File: src/rtl/adsr_envelope_generator.sv
// Per-voice ADSR envelope: a 24-bit accumulator stepped once per audio tick.
// The top 16 bits of the accumulator drive the voice mixer amplitude.
module adsr_envelope_generator #(
  parameter int unsigned PERCENT_WIDTH          = 7,
  parameter int unsigned ENVELOPE_COUNTER_WIDTH = 16,
  parameter int unsigned ENVELOPE_PUSH_BITS     = 8,
  parameter int unsigned STEP_SHIFT             = 8
) (
  input  logic                              clock_i,
  input  logic                              reset_i,
  input  logic                              tick_i,
  input  logic                              note_on_i,
  input  logic                              note_off_i,
  input  logic [PERCENT_WIDTH-1:0]          attack_i,
  input  logic [PERCENT_WIDTH-1:0]          decay_i,
  input  logic [PERCENT_WIDTH-1:0]          sustain_i,
  input  logic [PERCENT_WIDTH-1:0]          release_i,
  output logic [ENVELOPE_COUNTER_WIDTH-1:0] level_o,
  output logic                              active_o
);

  localparam int unsigned ACC_W = ENVELOPE_COUNTER_WIDTH + ENVELOPE_PUSH_BITS;
  localparam int unsigned REP_W = 3 * PERCENT_WIDTH;

  localparam logic [ACC_W-1:0]         ACC_FULL = '1;
  localparam logic [ACC_W-1:0]         ACC_ZERO = '0;
  localparam logic [PERCENT_WIDTH-1:0] P_ZERO   = '0;
  localparam logic [PERCENT_WIDTH:0]   RATE_MAX = (PERCENT_WIDTH + 1)'(1) << PERCENT_WIDTH;

  localparam logic [2:0] ST_IDLE    = 3'd0;
  localparam logic [2:0] ST_ATTACK  = 3'd1;
  localparam logic [2:0] ST_DECAY   = 3'd2;
  localparam logic [2:0] ST_SUSTAIN = 3'd3;
  localparam logic [2:0] ST_RELEASE = 3'd4;

  logic [2:0]       state_q, state_d;
  logic [ACC_W-1:0] acc_q, acc_d;
  logic             active_q, active_d;

  // Larger rate value means a slower ramp: step = (2^P - p) << STEP_SHIFT.
  function automatic logic [ACC_W-1:0] rate_step(input logic [PERCENT_WIDTH-1:0] p);
    logic [PERCENT_WIDTH:0] inv;
    inv = RATE_MAX - {1'b0, p};
    return ACC_W'(inv) << STEP_SHIFT;
  endfunction

  logic [ACC_W-1:0]                  step_a, step_d, step_r;
  logic [REP_W-1:0]                  sus_rep;
  logic [ENVELOPE_COUNTER_WIDTH-1:0] sus_lvl;
  logic [ACC_W-1:0]                  sus_acc;
  logic [ACC_W:0]                    att_sum, dec_diff, rel_diff;

  assign step_a  = rate_step(attack_i);
  assign step_d  = rate_step(decay_i);
  assign step_r  = rate_step(release_i);

  // Replicating the 7-bit sustain fills the 16-bit range so 127 maps to full scale.
  assign sus_rep = {sustain_i, sustain_i, sustain_i};
  assign sus_lvl = sus_rep[REP_W-1 -: ENVELOPE_COUNTER_WIDTH];
  assign sus_acc = {sus_lvl, {ENVELOPE_PUSH_BITS{1'b0}}};

  // One extra bit exposes carry/borrow so every ramp saturates instead of wrapping.
  assign att_sum  = {1'b0, acc_q} + {1'b0, step_a};
  assign dec_diff = {1'b0, acc_q} - {1'b0, step_d};
  assign rel_diff = {1'b0, acc_q} - {1'b0, step_r};

  always_comb begin
    state_d = state_q;
    acc_d   = acc_q;
    if (note_on_i) begin
      // Legato retrigger: accumulator is kept, only the phase restarts.
      state_d = ST_ATTACK;
    end else if (note_off_i) begin
      if (state_q == ST_ATTACK || state_q == ST_DECAY || state_q == ST_SUSTAIN) begin
        state_d = ST_RELEASE;
      end
    end else if (tick_i) begin
      case (state_q)
        ST_IDLE: begin
          acc_d = ACC_ZERO;
        end
        ST_ATTACK: begin
          if (attack_i == P_ZERO || att_sum[ACC_W] || att_sum[ACC_W-1:0] == ACC_FULL) begin
            acc_d   = ACC_FULL;
            state_d = ST_DECAY;
          end else begin
            acc_d = att_sum[ACC_W-1:0];
          end
        end
        ST_DECAY: begin
          if (decay_i == P_ZERO || dec_diff[ACC_W] ||
              dec_diff[ACC_W-1 -: ENVELOPE_COUNTER_WIDTH] <= sus_lvl) begin
            acc_d   = sus_acc;
            state_d = ST_SUSTAIN;
          end else begin
            acc_d = dec_diff[ACC_W-1:0];
          end
        end
        ST_SUSTAIN: begin
          acc_d = sus_acc;
        end
        ST_RELEASE: begin
          if (release_i == P_ZERO || rel_diff[ACC_W] || rel_diff[ACC_W-1:0] == ACC_ZERO) begin
            acc_d   = ACC_ZERO;
            state_d = ST_IDLE;
          end else begin
            acc_d = rel_diff[ACC_W-1:0];
          end
        end
        default: begin
          acc_d   = ACC_ZERO;
          state_d = ST_IDLE;
        end
      endcase
    end
    active_d = (state_d != ST_IDLE);
  end

  always_ff @(posedge clock_i) begin
    if (reset_i) begin
      state_q  <= ST_IDLE;
      acc_q    <= ACC_ZERO;
      active_q <= 1'b0;
    end else begin
      state_q  <= state_d;
      acc_q    <= acc_d;
      active_q <= active_d;
    end
  end

  assign level_o  = acc_q[ACC_W-1 -: ENVELOPE_COUNTER_WIDTH];
  assign active_o = active_q;

endmodule

File: config.mk
export PLATFORM = sky130hd
export DESIGN_NAME = adsr_envelope_generator
export DESIGN_NICKNAME = d
export VERILOG_FILES = /design/src/rtl/adsr_envelope_generator.sv
export SDC_FILE = /design/constraint.sdc
export NUM_CORES = 1
export LEC_CHECK = 0
export BUFFER_PORTS_ARGS = -buffer_cell sky130_fd_sc_hd__buf_2
export CORE_ASPECT_RATIO = 1.5
export CORE_MARGIN = 10
export CORE_UTILIZATION = 30
export DETAILED_ROUTE_END_ITERATION = 16
export SYNTH_ARGS = -nofsm -noshare
export SYNTH_HDL_FRONTEND = slang
export SYNTH_SLANG_ARGS = --single-unit
File: constraint.sdc
create_clock -name clock_i -period 6.45 [get_ports clock_i]
set_input_delay 1.6125 -clock clock_i [delete_from_list [all_inputs] [get_ports clock_i]]
set_output_delay 1.6125 -clock clock_i [all_outputs]
set_load 0.05 [all_outputs]
==> impl_metrics.py, run 1 <==
metrics = {
    "drt": {
        "wire_per_inst_microns": 20.38,
        "num_vias": 4207,
        "vias_per_cell": 5.819,
        "drtIter0Drc": 399,
        "finalWirelength_mm": 14.74,
        "ant_nets": 0,
        "dr.pass1.iters": 5,
        "route.detailed.drc": 0,
    },
    "sta": {
        "fmax_mhz": 163.6,
        "setup_viol": 0,
        "rsz0062_at_grt": "no",
        "fin_skew_ns": 0.003177,
        "setup_slack_ns": 0.3375,
        "fin_crit_sh": 0.9477,
        "period_needed_ns": 6.112,
        "slew_headroom": 0.2719,
        "fin_tns_setup_ns": 0,
        "hold_viol": 0,
        "finalMaxSlewViolations": 0,
        "worst_pin_slew_ns": 1.086,
    },
    "synth": {
        "syn_nets": 629,
        "ys_seq_elements": 21,
        "synth_area_sq_um": 4023,
        "yosysSeqAreaShare": 0.1045,
        "syn_avg_cell_area_sq_um": 7.314,
        "synthArstFlopShare": 0,
        "yosysWarnings": 0,
        "synth_edf_count": 0,
        "yosysUniqueCellTypes": 74,
        "syn_inst": 550,
        "ys.flop_type": "dfxtp_1",
    },
    "cts": {
        "hold_buffers": 0,
        "postCtsSetupBuffers": 0,
        "numClockSinks": 21,
        "clock_latency_ns": 0.27,
        "cts_tree": "done",
        "h-tree-depth": 1,
        "clk_pin_slew_ns": 0.06,
        "cts.path.max_buffers": 2,
        "ctsResizeCount": 0,
        "cts_root_buf": "clkbuf_16",
        "cts_made_buffers": 3,
    },
    "setup_path": {
        "start_kind": "primary input",
        "crit_chain": "buf_2 > nor3_1 > nor3b_1 > nand2_1 > ha_1 > or2_2 > o32a_1 > o41ai_2 > buf_4 > and2_1 > nand2_1 > xnor2_1 > ha_1 > nand4_1 > nor4_1 > a21oi_1 > nand3_1 > buf_12 > nor2_1 > nand2_1 > o221ai_1 > a221o_1",
        "criticalPathCategory": "in2reg",
        "cpMaxStageDelayCell": "nor4_1",
        "worstPathMaxFanout": 21,
        "endpoint_kind": "register",
        "worstPathArrival_ns": 6.26,
        "path_common_cell": "nand2_1",
        "worstPathRequired_ns": 6.59,
        "critical_path.max_stage_delay_ns": 0.48,
    },
    "grt": {
        "grt.total_usage": 0.1556,
        "gr-max-usage-layer": "met2",
        "grt_pass1_wl_mm": 23.14,
        "grt_pass1_vias": 4307,
        "grt_overflow": 0,
        "use_met1": 0.1735,
        "use_met3": 0.01733,
        "grt_max_degree": 22,
        "gr-usage-met2": 0.2759,
        "antenna_found_initial": 0,
    },
    "floorplanning": {
        "ios": 50,
        "core_area_sq_um": 13080,
        "die_area_sq_um": 18540,
        "die_w_microns": 114.5,
        "rows": 51,
        "dieHeight_microns": 161.8,
        "start_util": 0.3075,
    },
    "cells_and_area": {
        "n_fill_cell": 1393,
        "multi_input_area_sq_um": 3233,
        "nets": 644,
        "final-seq-area_sq_um": 420.4,
        "fin_area_sq_um": 4320,
        "diodes": 0,
        "area_growth_pct": 7.403,
        "drive_above_1_share": 0.1472,
    },
    "pwr": {
        "ir_drop_mv": 0.08979,
        "power_leakage_nw": 1.818,
        "p_per_area_nw_per_um2": 96.58,
        "power_mw": 0.4172,
    },
    "run": {
        "maxCapViolCount": 0,
    },
    "worst_hold_path": {
        "hold_class": "reg2reg",
    },
    "placed_design": {
        "dpl_worst_slack_ns": 0.07772,
        "gp_congestion": 0.9533,
        "dpl_cell_area_sq_um": 4242,
        "io_buffers": 49,
        "place_hpwl_mm": 11.94,
    },
    "status": {
        "status": "finished clean",
    },
}
state kept, by name (all words and copies together), names as in the netlist:
signal,cells
acc_q,17
state_q,3
active_o,1
per-layer routing:
metal	routed length, microns	part of all wire	vias up
met2	7459	0.51	171
li1	-	-	2036
met4	773	0.052	0
met5	0	0	-
met1	5808	0.39	1951
met3	694	0.047	49
synth_stat cells, drive strengths merged, types with 3 or more instances:
cell    instances  share of area
nand2          57          0.053
nor2           50          0.047
ha             43           0.13
a21oi          40          0.054
inv            29          0.027
buf            26          0.047
o21ai          25          0.033
xnor2          24          0.052
dfxtp          21           0.10
nor3           17          0.022
xor2           17          0.037
clkbuf         14          0.014
nand3          14          0.017
nand4          11          0.017
o211ai         11          0.021
a211oi         10          0.019
nor2b          10          0.016
o21a           10          0.019
a21o            9          0.017
nand2b          9          0.014
and2            8          0.012
o31a            8          0.017
a221oi          7          0.023
o221ai          7          0.015
and3            6         0.0096
mux2i           5          0.012
nor4            5         0.0093
or2             5         0.0078
a21boi          3         0.0056
a31oi           3         0.0047
a41oi           3         0.0084
fa              3          0.015
nand4b          3         0.0065
o22ai           3         0.0062
o31ai           3         0.0090
or3             3         0.0047
final cells by class:
type                       instances  share of cell area
timing repair buffer              52             0.06487
clock buffer                       4             0.01825
sequential                        21             0.09731
tap                              159             0.04605
inverter                          29             0.02520
multi-input combinational        458              0.7483
worst paths after layout:
path / slack (ns) / end / cells past startpoint / start
setup / recovery: 0.34 / acc_q[22] / 22 / decay_i[2]
hold / removal: 0.52 / acc_q[6] / 2 / acc_q[6]
setup reg to reg: 1.79 / acc_q[22] / 18 / acc_q[9]
hold reg to reg: 0.52 / acc_q[6] / 2 / acc_q[6]
worst max-delay path: cells and delay by family:
| kind | cells | cell delay [ns] |
|---|---|---|
| xor+xnor | 1 | 0.17 |
| fa+ha+maj | 2 | 0.61 |
| compound gates | 5 | 0.99 |
| buf+inv | 3 | 0.48 |
| simple gates | 11 | 2.38 |
cell usage in the layout, fill, tap and decap left out, types with 4 or more instances in the layout:
cell type,netlist,layout
nor2b_1,10,10
xor2_1,17,17
nand3_1,14,14
nand2b_1,9,9
nor4_1,4,4
buf_2,6,49
nor2_1,50,50
dfxtp_1,21,21
xnor2_1,24,24
nor3_1,16,16
ha_1,43,43
a211oi_1,10,10
nand4_1,11,11
o31a_1,8,8
and2_1,8,8
inv_1,29,29
a221oi_2,5,5
or2_2,5,5
nand2_1,57,57
a21oi_1,37,37
a21o_1,7,7
o21a_1,10,10
o21ai_0,22,22
mux2i_1,5,5
o221ai_1,7,7
and3_1,5,5
o211ai_1,11,11
where the power goes:
part | switching, mW | internal (mW) | leakage, nW | total (mW)
sequential | 0.00186 | 0.131 | 0.170 | 0.133
clock | 0.0565 | 0.0847 | 0.0382 | 0.141
combinational | 0.0863 | 0.0569 | 1.61 | 0.143
total | 0.145 | 0.273 | 1.82 | 0.417
stage by stage:
step / hold slack [ns] / cells / utilization
after global placement: 0.5003 / 719 / 0.3242
after global routing: 0.5538 / 723 / 0.3303
after detailed placement: 0.5032 / 719 / 0.3242
after floorplan: 0.4600 / 550 / -
after CTS: 0.5119 / 723 / 0.3303
final: 0.5193 / 723 / 0.3303
logic make-up after synthesis:
kind of cell               count (synthesis)  share of synthesized area
buffers and inverters                     71                    0.09176
and+or+nand+nor                          201                     0.2432
xor gates and xnor gates                  41                    0.08927
AOI/OAI and AO/OA                        164                     0.3045
DFF                                       21                     0.1045
adders and majority gates                 46                     0.1487
muxes                                      6                    0.01804
No activity file was read; power rests on OpenSTA's default activity.
==> run 2: changes to the inputs <==
Settings changed: CORE_UTILIZATION 30 to 60, PLACE_DENSITY set to 0.82, RECOVER_POWER set to 50.
==> impl_metrics.py, run 2 (synthesis results as in run 1) <==
metrics = {
    "status": {
        "status": "finished clean",
    },
    "placed_design": {
        "place_hpwl_mm": 10.74,
        "gp_congestion": 1.045,
        "place_inst": 636,
        "io_buffers": 49,
        "dpl_worst_slack_ns": 0.2113,
    },
    "drt": {
        "ant_nets": 0,
        "num_vias": 4451,
        "dr.pass1.iters": 6,
        "finalWirelength_mm": 13.60,
        "drtIter0Drc": 482,
        "route.detailed.drc": 0,
        "wire_per_inst_microns": 21.25,
        "vias_per_cell": 6.955,
    },
    "cts": {
        "clk_pin_slew_ns": 0.09,
        "ctsResizeCount": 0,
        "numClockSinks": 21,
        "cts.path.max_buffers": 2,
        "postCtsSetupBuffers": 0,
        "cts_made_buffers": 3,
        "h-tree-depth": 1,
        "hold_buffers": 0,
        "cts_tree": "done",
        "cts_root_buf": "clkbuf_8",
        "clock_latency_ns": 0.28,
    },
    "pwr": {
        "p_per_area_nw_per_um2": 89.48,
        "p_int_mw": 0.2320,
        "p_comb_frac": 0.388,
        "power_leakage_nw": 1.722,
        "p_clk_frac": 0.253,
        "ir_drop_mv": 0.1212,
        "p_sw_mw": 0.1386,
        "p_sw_frac": 0.3741,
        "sequentialPowerShare": 0.358,
    },
    "cells_and_area": {
        "layout_commonest_cell": "nand2_1",
        "drive_above_1_share": 0.1152,
        "nets": 644,
        "largest_reg_flops": 17,
        "layout_common_cells": "57 x nand2_1, 50 x nor2_1, 43 x ha_1, 37 x a21oi_1, 32 x buf_2",
        "area_growth_pct": 2.955,
        "top_register": "acc_q",
        "final_cells": 640,
        "diodes": 0,
    },
    "setup_path": {
        "cpMaxStageDelayCell": "nor4_1",
        "criticalPathCategory": "in2reg",
        "r2r_cells": 17,
        "critical_path.max_stage_delay_ns": 0.42,
        "worstPathRequired_ns": 6.63,
        "crit_chain": "buf_2 > nor3_1 > nor3b_1 > nand2_1 > ha_1 > or2_2 > o32a_1 > o41ai_2 > and2_1 > nand2_1 > xnor2_1 > ha_1 > nand4_1 > nor4_1 > a21oi_1 > nand3_1 > buf_4 > mux2i_1 > o211ai_1 > o21a_1",
        "worstPathArrival_ns": 6.27,
        "start_kind": "primary input",
        "r2r_setup_slack_ns": 1.82,
        "r2r-start": "acc_q[9]",
        "worstPathMaxFanout": 8,
        "r2r_end": "acc_q[13]",
        "endpoint_kind": "register",
    },
    "grt": {
        "grt.total_usage": 0.2560,
        "grt_overflow": 0,
        "grt_pass1_vias": 4433,
        "antenna_found_initial": 0,
        "grt_pass1_wl_mm": 22.02,
        "grt_max_degree": 19,
    },
    "floorplanning": {
        "ios": 50,
        "die_area_sq_um": 10450,
        "rows": 36,
        "start_util": 0.6159,
        "die_w_microns": 86.86,
        "dieHeight_microns": 120.3,
        "core_area_sq_um": 6531,
    },
    "sta": {
        "fmax_mhz": 164.3,
        "fin_tns_setup_ns": 0,
        "setup_viol": 0,
        "slew_headroom": 0.3294,
        "hold_viol": 0,
        "setup_slack_ns": 0.3636,
        "fin_skew_ns": 0.01954,
        "finalMaxSlewViolations": 0,
        "fin_crit_sh": 0.9436,
        "worst_pin_slew_ns": 0.9998,
        "rsz0062_at_grt": "no",
        "period_needed_ns": 6.086,
    },
    "worst_hold_path": {
        "hp-start": "acc_q[6]",
        "hold_class": "reg2reg",
        "hold_end": "acc_q[6]",
        "worstHoldPathCells": 2,
    },
    "run": {
        "maxCapViolCount": 0,
    },
}
-- run 2: cell count changes in the layout (fill, tap and decap cells not counted), moves of 3 or more --
cell	previous run	this run
clkbuf_8	0	3
buf_2	49	32
clkbuf_16	3	0
clkbuf_1	1	18
-- run 2: worst max path at each step --
| stage | start | end | slack, ns | depth (start not counted) |
|---|---|---|---|---|
| after floorplan | decay_i[1] | acc_q[13] | 0.86 | 21 |
| after global placement | decay_i[1] | acc_q[15] | 0.35 | 20 |
| after detailed placement | decay_i[1] | acc_q[15] | 0.21 | 20 |
| after CTS | decay_i[1] | acc_q[15] | 0.50 | 20 |
| after global routing | decay_i[2] | acc_q[13] | 0.09 | 19 |
| final | decay_i[2] | acc_q[15] | 0.36 | 20 |
-- run 2: routing by layer --
| layer | vias to the layer above | part of all wire | track usage | routed length [microns] |
|---|---|---|---|---|
| li1 | 2039 | - | - | - |
| met1 | 2026 | 0.36 | 0.2943 | 4897 |
| met2 | 284 | 0.47 | 0.4182 | 6359 |
| met3 | 102 | 0.093 | 0.04099 | 1261 |
| met4 | 0 | 0.080 | 0.1758 | 1084 |
| met5 | - | 0 | 0 | 0 |
-- run 2: cell type report --
class                   instances  area [sq um]
fillers                       633          2390
multi-input cells             458          3226
clock buffers                   4         45.04
flip-flops and latches         21         420.4
well taps                      76         95.09
repair buffers                 52         246.5
inverters                      29         108.9
-- run 2: power by group through the flow --
stage | clock, mW | sequential [mW] | combinational [mW]
after floorplan | 0 | 0.137 | 0.0955
after global placement | 0 | 0.136 | 0.135
after detailed placement | 0 | 0.136 | 0.140
after CTS | 0.0916 | 0.133 | 0.141
after global routing | 0.0957 | 0.133 | 0.159
final | 0.0939 | 0.133 | 0.144
-- run 2: per-stage QoR --
step                      utilization  instance area, sq um  power, mW  hold slack, ns
after CTS                      0.6385                  4170     0.3653          0.4946
after floorplan                     -                  4023     0.2325          0.4600
after detailed placement       0.6316                  4125     0.2760          0.4830
after global placement         0.6316                  4125     0.2707          0.4795
after global routing           0.6341                  4141     0.3877          0.5449
final                          0.6341                  4141     0.3706          0.5044
-- run 2: critical path: cells and delay by family --
kind | cells | cell delay, ns
xor gates and xnor gates | 1 | 0.16
muxes | 1 | 0.33
AOI/OAI and AO/OA | 5 | 0.89
buffers and inverters | 2 | 0.36
adders and majority gates | 2 | 0.61
and+or+nand+nor | 9 | 2.30
